==> config.mk <==
export PLATFORM = sky130hd
export DESIGN_NAME = reg_src_sequencer
export DESIGN_NICKNAME = d
export VERILOG_FILES = /design/src/rtl/reg_src_pkg.sv /design/src/rtl/reg_src_decode.sv /design/src/rtl/reg_src_sequencer.sv
export SDC_FILE = /design/constraint.sdc
export NUM_CORES = 1
export LEC_CHECK = 0
export BUFFER_PORTS_ARGS = -buffer_cell sky130_fd_sc_hd__buf_2
export CAP_MARGIN = 10
export CORE_ASPECT_RATIO = 0.8
export CORE_UTILIZATION = 45
export DETAILED_ROUTE_END_ITERATION = 8
export GPL_TIMING_DRIVEN = 0
export HOLD_SLACK_MARGIN = 0.02
export PLACE_DENSITY = 0.81
export SYNTH_ARGS = -nofsm -noshare
export SYNTH_HDL_FRONTEND = slang
export SYNTH_HIERARCHICAL = 1
export SYNTH_SLANG_ARGS = --single-unit
==> constraint.sdc <==
create_clock -name clk -period 4.04 [get_ports clk]
set_clock_uncertainty 0.2 [all_clocks]
set_input_delay 0.808 -clock clk [delete_from_list [all_inputs] [get_ports clk]]
set_output_delay 0.808 -clock clk [all_outputs]
set_load 0.1 [all_outputs]
==> src/rtl/reg_src_pkg.sv <==
// ============================================================================
// reg_src_pkg: opcode/func encodings and sequencer state type
// Revision: 1.0
// ============================================================================
`default_nettype none

package reg_src_pkg;

    localparam logic [3:0] OP_SHIFT    = 4'b0000;
    localparam logic [3:0] OP_LWD      = 4'b0001;
    localparam logic [3:0] OP_STRWD    = 4'b0010;
    localparam logic [3:0] OP_JMP      = 4'b0011;
    localparam logic [3:0] OP_BRNCHEQ  = 4'b0100;
    localparam logic [3:0] OP_BRNCHNEQ = 4'b0101;
    localparam logic [3:0] OP_LORIMD   = 4'b0110;
    localparam logic [3:0] OP_LNANDIMD = 4'b0111;
    localparam logic [3:0] OP_ADDREG   = 4'b1000;
    localparam logic [3:0] OP_ADDSEIMD = 4'b1001;
    localparam logic [3:0] OP_ADDZEIMD = 4'b1010;
    localparam logic [3:0] OP_LNAND    = 4'b1011;
    localparam logic [3:0] OP_SUBREG   = 4'b1100;
    localparam logic [3:0] OP_SUBSEIMD = 4'b1101;
    localparam logic [3:0] OP_SUBZEIMD = 4'b1110;
    localparam logic [3:0] OP_LOR      = 4'b1111;

    localparam logic [1:0] FUNC_SHL = 2'b01;
    localparam logic [1:0] FUNC_SHR = 2'b10;
    localparam logic [1:0] FUNC_SAR = 2'b11;

    typedef enum logic [1:0] {
        IDLE  = 2'd0,
        ISSUE = 2'd1,
        DRAIN = 2'd2,
        OUT   = 2'd3
    } state_t;

endpackage

`default_nettype wire

==> src/rtl/reg_src_decode.sv <==
// ============================================================================
// reg_src_decode: opcode/func to source-field mask {c,b,a}
// Revision: 1.0
// ============================================================================
`default_nettype none

module reg_src_decode
    import reg_src_pkg::*;
(
    input  logic [3:0] opcode,
    input  logic [1:0] func,
    output logic [2:0] src_mask
);

    always_comb begin
        src_mask = 3'b000;
        case (opcode)
            OP_ADDREG, OP_SUBREG, OP_LNAND, OP_LOR, OP_LWD:
                src_mask = 3'b110;
            OP_ADDSEIMD, OP_ADDZEIMD, OP_SUBSEIMD, OP_SUBZEIMD,
            OP_LNANDIMD, OP_LORIMD:
                src_mask = 3'b010;
            // func 00 is the shift no-op and reads nothing
            OP_SHIFT:
                if (func == FUNC_SHL || func == FUNC_SHR || func == FUNC_SAR)
                    src_mask = 3'b110;
            OP_BRNCHEQ, OP_BRNCHNEQ:
                src_mask = 3'b011;
            OP_STRWD:
                src_mask = 3'b111;
            default:
                src_mask = 3'b000;
        endcase
    end

endmodule

`default_nettype wire

==> src/rtl/reg_src_sequencer.sv <==
// ============================================================================
// reg_src_sequencer: schedules source-register reads over RD_PORTS ports
// Revision: 1.0
// ============================================================================
`default_nettype none

module reg_src_sequencer
    import reg_src_pkg::*;
#(
    parameter int DATA_W   = 16,
    parameter int RADDR_W  = 4,
    parameter int RD_PORTS = 2,
    parameter int ZERO_REG = 1
) (
    input  logic                         clk,
    input  logic                         reset,
    input  logic                         in_valid,
    output logic                         in_ready,
    input  logic [4+3*RADDR_W-1:0]       in_instr,
    output logic [RD_PORTS-1:0]          rf_ren,
    output logic [RD_PORTS*RADDR_W-1:0]  rf_raddr,
    input  logic [RD_PORTS*DATA_W-1:0]   rf_rdata,
    output logic                         out_valid,
    input  logic                         out_ready,
    output logic [4+3*RADDR_W-1:0]       out_instr,
    output logic [DATA_W-1:0]            op_a,
    output logic [DATA_W-1:0]            op_b,
    output logic [DATA_W-1:0]            op_c,
    output logic [2:0]                   op_used
);

    localparam int INSTR_W = 4 + 3*RADDR_W;

    logic [2:0][RADDR_W-1:0] fld_addr;
    logic [2:0]              mask;
    logic                    accept;

    assign fld_addr[0] = in_instr[3*RADDR_W-1 -: RADDR_W];
    assign fld_addr[1] = in_instr[2*RADDR_W-1 -: RADDR_W];
    assign fld_addr[2] = in_instr[RADDR_W-1:0];

    reg_src_decode u_decode (
        .opcode   (in_instr[INSTR_W-1 -: 4]),
        .func     (in_instr[1:0]),
        .src_mask (mask)
    );

    // Compacted issue list: used, non-zero fields in a, b, c order
    logic [2:0][RADDR_W-1:0] new_addr;
    logic [2:0][1:0]         new_fld;
    logic [1:0]              new_n;

    always_comb begin
        new_addr = '0;
        new_fld  = '0;
        new_n    = 2'd0;
        for (int i = 0; i < 3; i++) begin
            if (mask[i] && !(ZERO_REG != 0 && fld_addr[i] == '0)) begin
                new_addr[new_n] = fld_addr[i];
                new_fld[new_n]  = 2'(i);
                new_n           = new_n + 2'd1;
            end
        end
    end

    state_t                       state_q, state_d;
    logic                         rdy_q;
    logic [2:0]                   base_q, base_d;
    logic [1:0]                   n_q, n_d;
    logic [2:0][RADDR_W-1:0]      list_addr_q, list_addr_d;
    logic [2:0][1:0]              list_fld_q, list_fld_d;
    logic [RD_PORTS-1:0]          rf_ren_q, rf_ren_d;
    logic [RD_PORTS*RADDR_W-1:0]  rf_raddr_q, rf_raddr_d;
    logic [RD_PORTS-1:0][1:0]     rf_fld_q, rf_fld_d;
    logic [RD_PORTS-1:0]          pend_en_q, pend_en_d;
    logic [RD_PORTS-1:0][1:0]     pend_fld_q, pend_fld_d;
    logic [INSTR_W-1:0]           instr_q, instr_d;
    logic [2:0]                   used_q, used_d;
    logic [2:0][DATA_W-1:0]       op_q, op_d;

    logic [2:0][RADDR_W-1:0]      src_addr;
    logic [2:0][1:0]              src_fld;
    logic [1:0]                   src_n;
    logic [2:0]                   src_base;
    logic [2:0]                   idx;
    logic                         issue;

    assign in_ready = rdy_q & ((state_q == IDLE) | ((state_q == OUT) & out_ready));
    assign accept   = in_valid & in_ready;

    always_comb begin
        state_d     = state_q;
        base_d      = base_q;
        n_d         = n_q;
        list_addr_d = list_addr_q;
        list_fld_d  = list_fld_q;
        instr_d     = instr_q;
        used_d      = used_q;
        op_d        = op_q;
        rf_ren_d    = '0;
        rf_raddr_d  = '0;
        rf_fld_d    = '0;
        pend_en_d   = rf_ren_q;
        pend_fld_d  = rf_fld_q;
        src_addr    = list_addr_q;
        src_fld     = list_fld_q;
        src_n       = n_q;
        src_base    = base_q + 3'(RD_PORTS);
        idx         = '0;
        issue       = 1'b0;

        case (state_q)
            ISSUE: begin
                if (src_base < {1'b0, n_q}) issue = 1'b1;
                else                        state_d = DRAIN;
            end
            DRAIN:   state_d = OUT;
            OUT:     if (out_ready) state_d = IDLE;
            default: ;
        endcase

        if (accept) begin
            src_addr    = new_addr;
            src_fld     = new_fld;
            src_n       = new_n;
            src_base    = 3'd0;
            list_addr_d = new_addr;
            list_fld_d  = new_fld;
            n_d         = new_n;
            instr_d     = in_instr;
            used_d      = mask;
            op_d        = '0;
            issue       = (new_n != 2'd0);
            state_d     = (new_n != 2'd0) ? ISSUE : OUT;
        end

        if (issue) begin
            base_d = src_base;
            for (int p = 0; p < RD_PORTS; p++) begin
                idx = src_base + 3'(p);
                if (idx < {1'b0, src_n}) begin
                    rf_ren_d[p]                        = 1'b1;
                    rf_raddr_d[p*RADDR_W +: RADDR_W]   = src_addr[idx[1:0]];
                    rf_fld_d[p]                        = src_fld[idx[1:0]];
                end
            end
        end

        // Read data lands one cycle after its issue; route it to its field
        for (int p = 0; p < RD_PORTS; p++) begin
            if (pend_en_q[p]) op_d[pend_fld_q[p]] = rf_rdata[p*DATA_W +: DATA_W];
        end
    end

    always_ff @(posedge clk or posedge reset) begin
        if (reset) begin
            state_q     <= IDLE;
            rdy_q       <= 1'b0;
            base_q      <= '0;
            n_q         <= '0;
            list_addr_q <= '0;
            list_fld_q  <= '0;
            rf_ren_q    <= '0;
            rf_raddr_q  <= '0;
            rf_fld_q    <= '0;
            pend_en_q   <= '0;
            pend_fld_q  <= '0;
            instr_q     <= '0;
            used_q      <= '0;
            op_q        <= '0;
        end else begin
            state_q     <= state_d;
            rdy_q       <= 1'b1;
            base_q      <= base_d;
            n_q         <= n_d;
            list_addr_q <= list_addr_d;
            list_fld_q  <= list_fld_d;
            rf_ren_q    <= rf_ren_d;
            rf_raddr_q  <= rf_raddr_d;
            rf_fld_q    <= rf_fld_d;
            pend_en_q   <= pend_en_d;
            pend_fld_q  <= pend_fld_d;
            instr_q     <= instr_d;
            used_q      <= used_d;
            op_q        <= op_d;
        end
    end

    assign rf_ren    = rf_ren_q;
    assign rf_raddr  = rf_raddr_q;
    assign out_valid = (state_q == OUT);
    assign out_instr = instr_q;
    assign op_a      = op_q[0];
    assign op_b      = op_q[1];
    assign op_c      = op_q[2];
    assign op_used   = used_q;

endmodule

`default_nettype wire

# After elaboration in Yosys (flattened, before gate mapping)
# Index checks and enable logic that the tools add are counted.
# classes
div_mod_pow,0
bitwise,7
magnitude_cmp,13
muxes,58
n_addsub,4
multipliers,0
eq_ne,22
n_reduce_logical,23
n_shift,0
# ops
cell,count
$mux 48,3
$bwmux 48,2
$demux 16 s2,2
$mux 12,3
$eq 4x4->1 const B,8
$mux 16,2
$mux 4,8
$mux 2,14
$bwmux 12,2
$bmux 4 s2,2
$demux 4 s2,2
$eq 4x3->1 const B,4
$logic_not 4->1,4
$lt 2x3->1 const B,5
$pmux 3 s5,1
$mux 6,2
$lt 3x2->1,3
$bmux 2 s2,2
$demux 2 s2,2
$eq 2x2->1 const B,4
$mux 8,1
$logic_and 1x1->1,7
$ge 2x1->1 const B,3
$mux 1,6
other kinds (28),35
# word_totals
word_cells,149
ram_bits,0
output_inout_bits,79
regBits,113
inputBits,52
rom_bits,0
latch_bits,0
mem_count,0

# Logic depth before layout (Yosys ltp)
# logic_depth
ltp_word,21
ltp_mapped,13

# Cells and area by module
# The synthesis kept the hierarchy.
# modules_own_cells
mod,n_inst,area_each_um2,cells_per_inst
reg_src_sequencer,1,5436.5,595
reg_src_decode,1,72.6,12

# Least setup slack after synthesis
# Ideal clock, no wire load.
# synth_timing
path_type,register to output
start,register state_q[1]
end,output in_ready
slack_ns,0.120
path_stages_with_launch,4
t_arrival_ns,2.912
path_cell_list,dfrtp_1 > ha_1 > a21oi_1 > nor2b_1
# synth_between
elab_chain_cells,4
elab_cells_between_ends,5
# synth_rtl
element,line_no,rtl
start: declaration,reg_src_sequencer.sv:66,"state_t state_q, state_d;"
start signal: assignment,reg_src_sequencer.sv:172,state_q <= state_d;
$eq 2x2->1,-,
net out_valid,reg_src_sequencer.sv:23,"output logic out_valid,"
$and 1x1->1,reg_src_sequencer.sv:88,assign in_ready = rdy_q & ((state_q == IDLE) | ((state_q == OUT) & out_ready));
$or 1x1->1,reg_src_sequencer.sv:88,
$and 1x1->1,reg_src_sequencer.sv:88,
end: declaration,reg_src_sequencer.sv:18,"output logic in_ready,"
# The timed path passes the listed nets, and every way through them passes these cells.

==> results_dict.tcl <==
set metrics [dict create \
    vdd_drop_max_mv 0.669 \
    reg2regPathDepth 11 \
    synth_area_per_cell_um2 9.08 \
    drv_cap 0 \
    min_period_ns 3.82 \
    die_y_um 101 \
    ys.flop_type "dfrtp_1" \
    worstSkewPairLatency_ns 0.41 \
    p_leak_nw 3.55 \
    cp-end-kind "flip-flop" \
    cts_buffers 17 \
    hpwl_um 11300 \
    drive_gt1_frac 0.244 \
    max_freq_mhz 262 \
    fill_cells 1021 \
    status "finished, final reports clean" \
    place_area_um2 6370 \
    cp.arrival_ns 3.92 \
    p_total_mw 5.84 \
    grt_pass1_wl_um 26100 \
    worstPathRequired_ns 4.15 \
    syn_inst 607 \
    synth_nets 671 \
    die_x_um 126 \
    wl_per_cell_um 17.8 \
    relSlewSlack 0.323 \
    worstMarginPinSlew_ns 1.02 \
    via_per_inst 5.80 \
    syn-cell-area_um2 5510 \
    nNetsFinal 821 \
    yosysSeqAreaShare 0.513 \
    ys_async_sr_fraction 1.00 \
    clkSlewWorstSetupHoldPaths_ns 0.06 \
    pre_cts_slack_ns -0.0128 \
    maxSlewViolCount 0 \
    syn_to_final_growth_pct 27.7 \
    setup_violations 0 \
    timing.final.ws_setup_ns 0.224 \
    ioPinCount 131 \
    final_cell_mix "buf_2 (138), nand2_1 (128), dfrtp_1 (113)" \
    synth_edf_count 0 \
    regToRegSetupSlack_ns 0.37 \
    antenna_found_initial 0 \
    die-area_um2 12700 \
    ant_nets 0 \
    rsz0062_at_grt "false" \
    fin_setup_tns_ns 0 \
    core_region_area_um2 11700 \
    cts_root_buf "clkbuf_16" \
    cts_max_level 4 \
    vias 5322 \
    tritoncts "done" \
    hp-class "reg -> reg" \
    drtIter0Drc 631 \
    portBuffers 130 \
    cts_hold_buf 0 \
    grt_pass1_vias 5002 \
    num_rows 35 \
    final_common_cell "buf_2" \
    critical_path_class "in -> reg" \
    wirelength_um 16300 \
    grt_max_degree 69 \
    gp_congestion 0.890 \
    power_density_nw_per_um2 829 \
    crit_fanout 10 \
    drcViolationCount 0 \
    fin_util 0.600 \
    post_cts_buffers 0 \
    hold-path-cell-count 0 \
    yosysWarnings 6 \
    ys_seq_elements 113 \
    dr.pass1.iters 6 \
    period_share 0.945 \
    startpoint_type "primary input" \
    synth.distinct_cells 54 \
    clk_path_buf_depth 2 \
    grt_overflow 0 \
    cts_resized 0 \
    design_area_um2 7040 \
    clock-sinks 113 \
    initial_core_util 0.469 \
    grt_use_total 0.267 \
    hold_viol 0 \
    n_antenna_cell 0 \
]
[state kept, by name, indices dropped and copies added (netlist names)]
signal       cells
pend_fld_q       4
state_q          2
rf_raddr         8
pend_fld_d       4
op_c            16
rdy_q            1
out_instr       16
op_b            16
op_a            16
rf_ren           2
op_used          3
list_fld_q       6
n_q              2
list_addr_q     12
base_q           3
pend_en_q        2
[final timing paths]
kind / start / to
min reg2reg: pend_fld_d[1]$_DFF_PP0_ / pend_fld_q[1]$_DFF_PP0_
min in group asynchronous: reset / state_q[0]$_DFFE_PP0P_
max in group asynchronous: reset / op_a[13]$_DFF_PP0_
max: in_instr[0] / pend_fld_d[3]$_DFF_PP0_
max reg2reg: state_q[0]$_DFFE_PP0P_ / pend_fld_d[3]$_DFF_PP0_
min: pend_fld_d[1]$_DFF_PP0_ / pend_fld_q[1]$_DFF_PP0_
[routing by layer]
layer,vias to the layer above,track usage,share of wire
met5,-,0,0
met4,0,0.102,0.018
met3,31,0.0605,0.093
met2,340,0.435,0.46
met1,2521,0.348,0.43
li1,2430,-,-
[report_power, final]
part           switching [mW]  internal [mW]
sequential              0.184           1.41
combinational            2.06          0.519
clock                   0.535           1.13
[logic make-up after synthesis]
family          count (synthesis)  synth area share
buf+inv                        54            0.0400
other cells                     1          0.000681
flops                         113             0.513
xor+xnor                        4           0.00636
simple gates                  270             0.219
compound gates                139             0.167
mux                            14            0.0263
fa+ha+maj                      12            0.0273
[cells in the mapped netlist, drive strengths merged (2+ instances only)]
library cell,number,share of area
inv,16,0.011
a32o,2,0.0036
xor2,3,0.0048
nand3,38,0.036
a211oi,3,0.0050
o21ai,36,0.033
a221o,3,0.0055
a32oi,2,0.0032
mux2i,10,0.018
nor4,2,0.0023
a221oi,8,0.017
and3b,2,0.0032
nand3b,4,0.0055
nor2b,5,0.0057
nand4,3,0.0034
mux2,4,0.0082
a21o,2,0.0027
o211ai,2,0.0027
and2,5,0.0057
ha,12,0.027
a21boi,2,0.0027
a31oi,34,0.039
buf,13,0.012
nand2,128,0.087
o311a,2,0.0036
o21a,2,0.0027
and3,17,0.019
o22ai,3,0.0034
nor2,56,0.039
or3,2,0.0023
nor3b,2,0.0027
nor3,2,0.0018
a21oi,32,0.029
dfrtp,113,0.51
clkbuf,25,0.017
or2,2,0.0023
a22o,2,0.0032
[layout make-up]
class | instances | area [um^2] | share of cell area
flip-flops and latches | 113 | 2830 | 0.402
multi-input cells | 440 | 2460 | 0.350
repair buffers | 131 | 678 | 0.0964
clock buffers | 19 | 453 | 0.0644
clock inverters | 13 | 209 | 0.0297
well taps | 148 | 185 | 0.0263
plain buffers | 38 | 160 | 0.0228
inverters | 16 | 62.6 | 0.00889
[worst max-delay path, stage by stage]
cell and delay [ns]:
buf_2 0.18, or4_1 0.13, a21oi_1 0.05, a221oi_1 0.79, o41a_1 0.33, buf_6 0.16, nor2_1 0.05, a211oi_1 0.21
a21oi_1 0.14, ha_1 0.34, a221oi_2 0.26, o21ai_2 0.17, a211oi_1 0.29
[per-stage QoR]
stage / std cells / hold slack (ns)
after floorplan: 607 / 0.131
after global routing: 918 / 0.156
after detailed placement: 886 / 0.137
after CTS: 918 / 0.149
final: 918 / 0.147
after global placement: 885 / 0.133
Note: power is estimated with default switching activity, not from simulation.
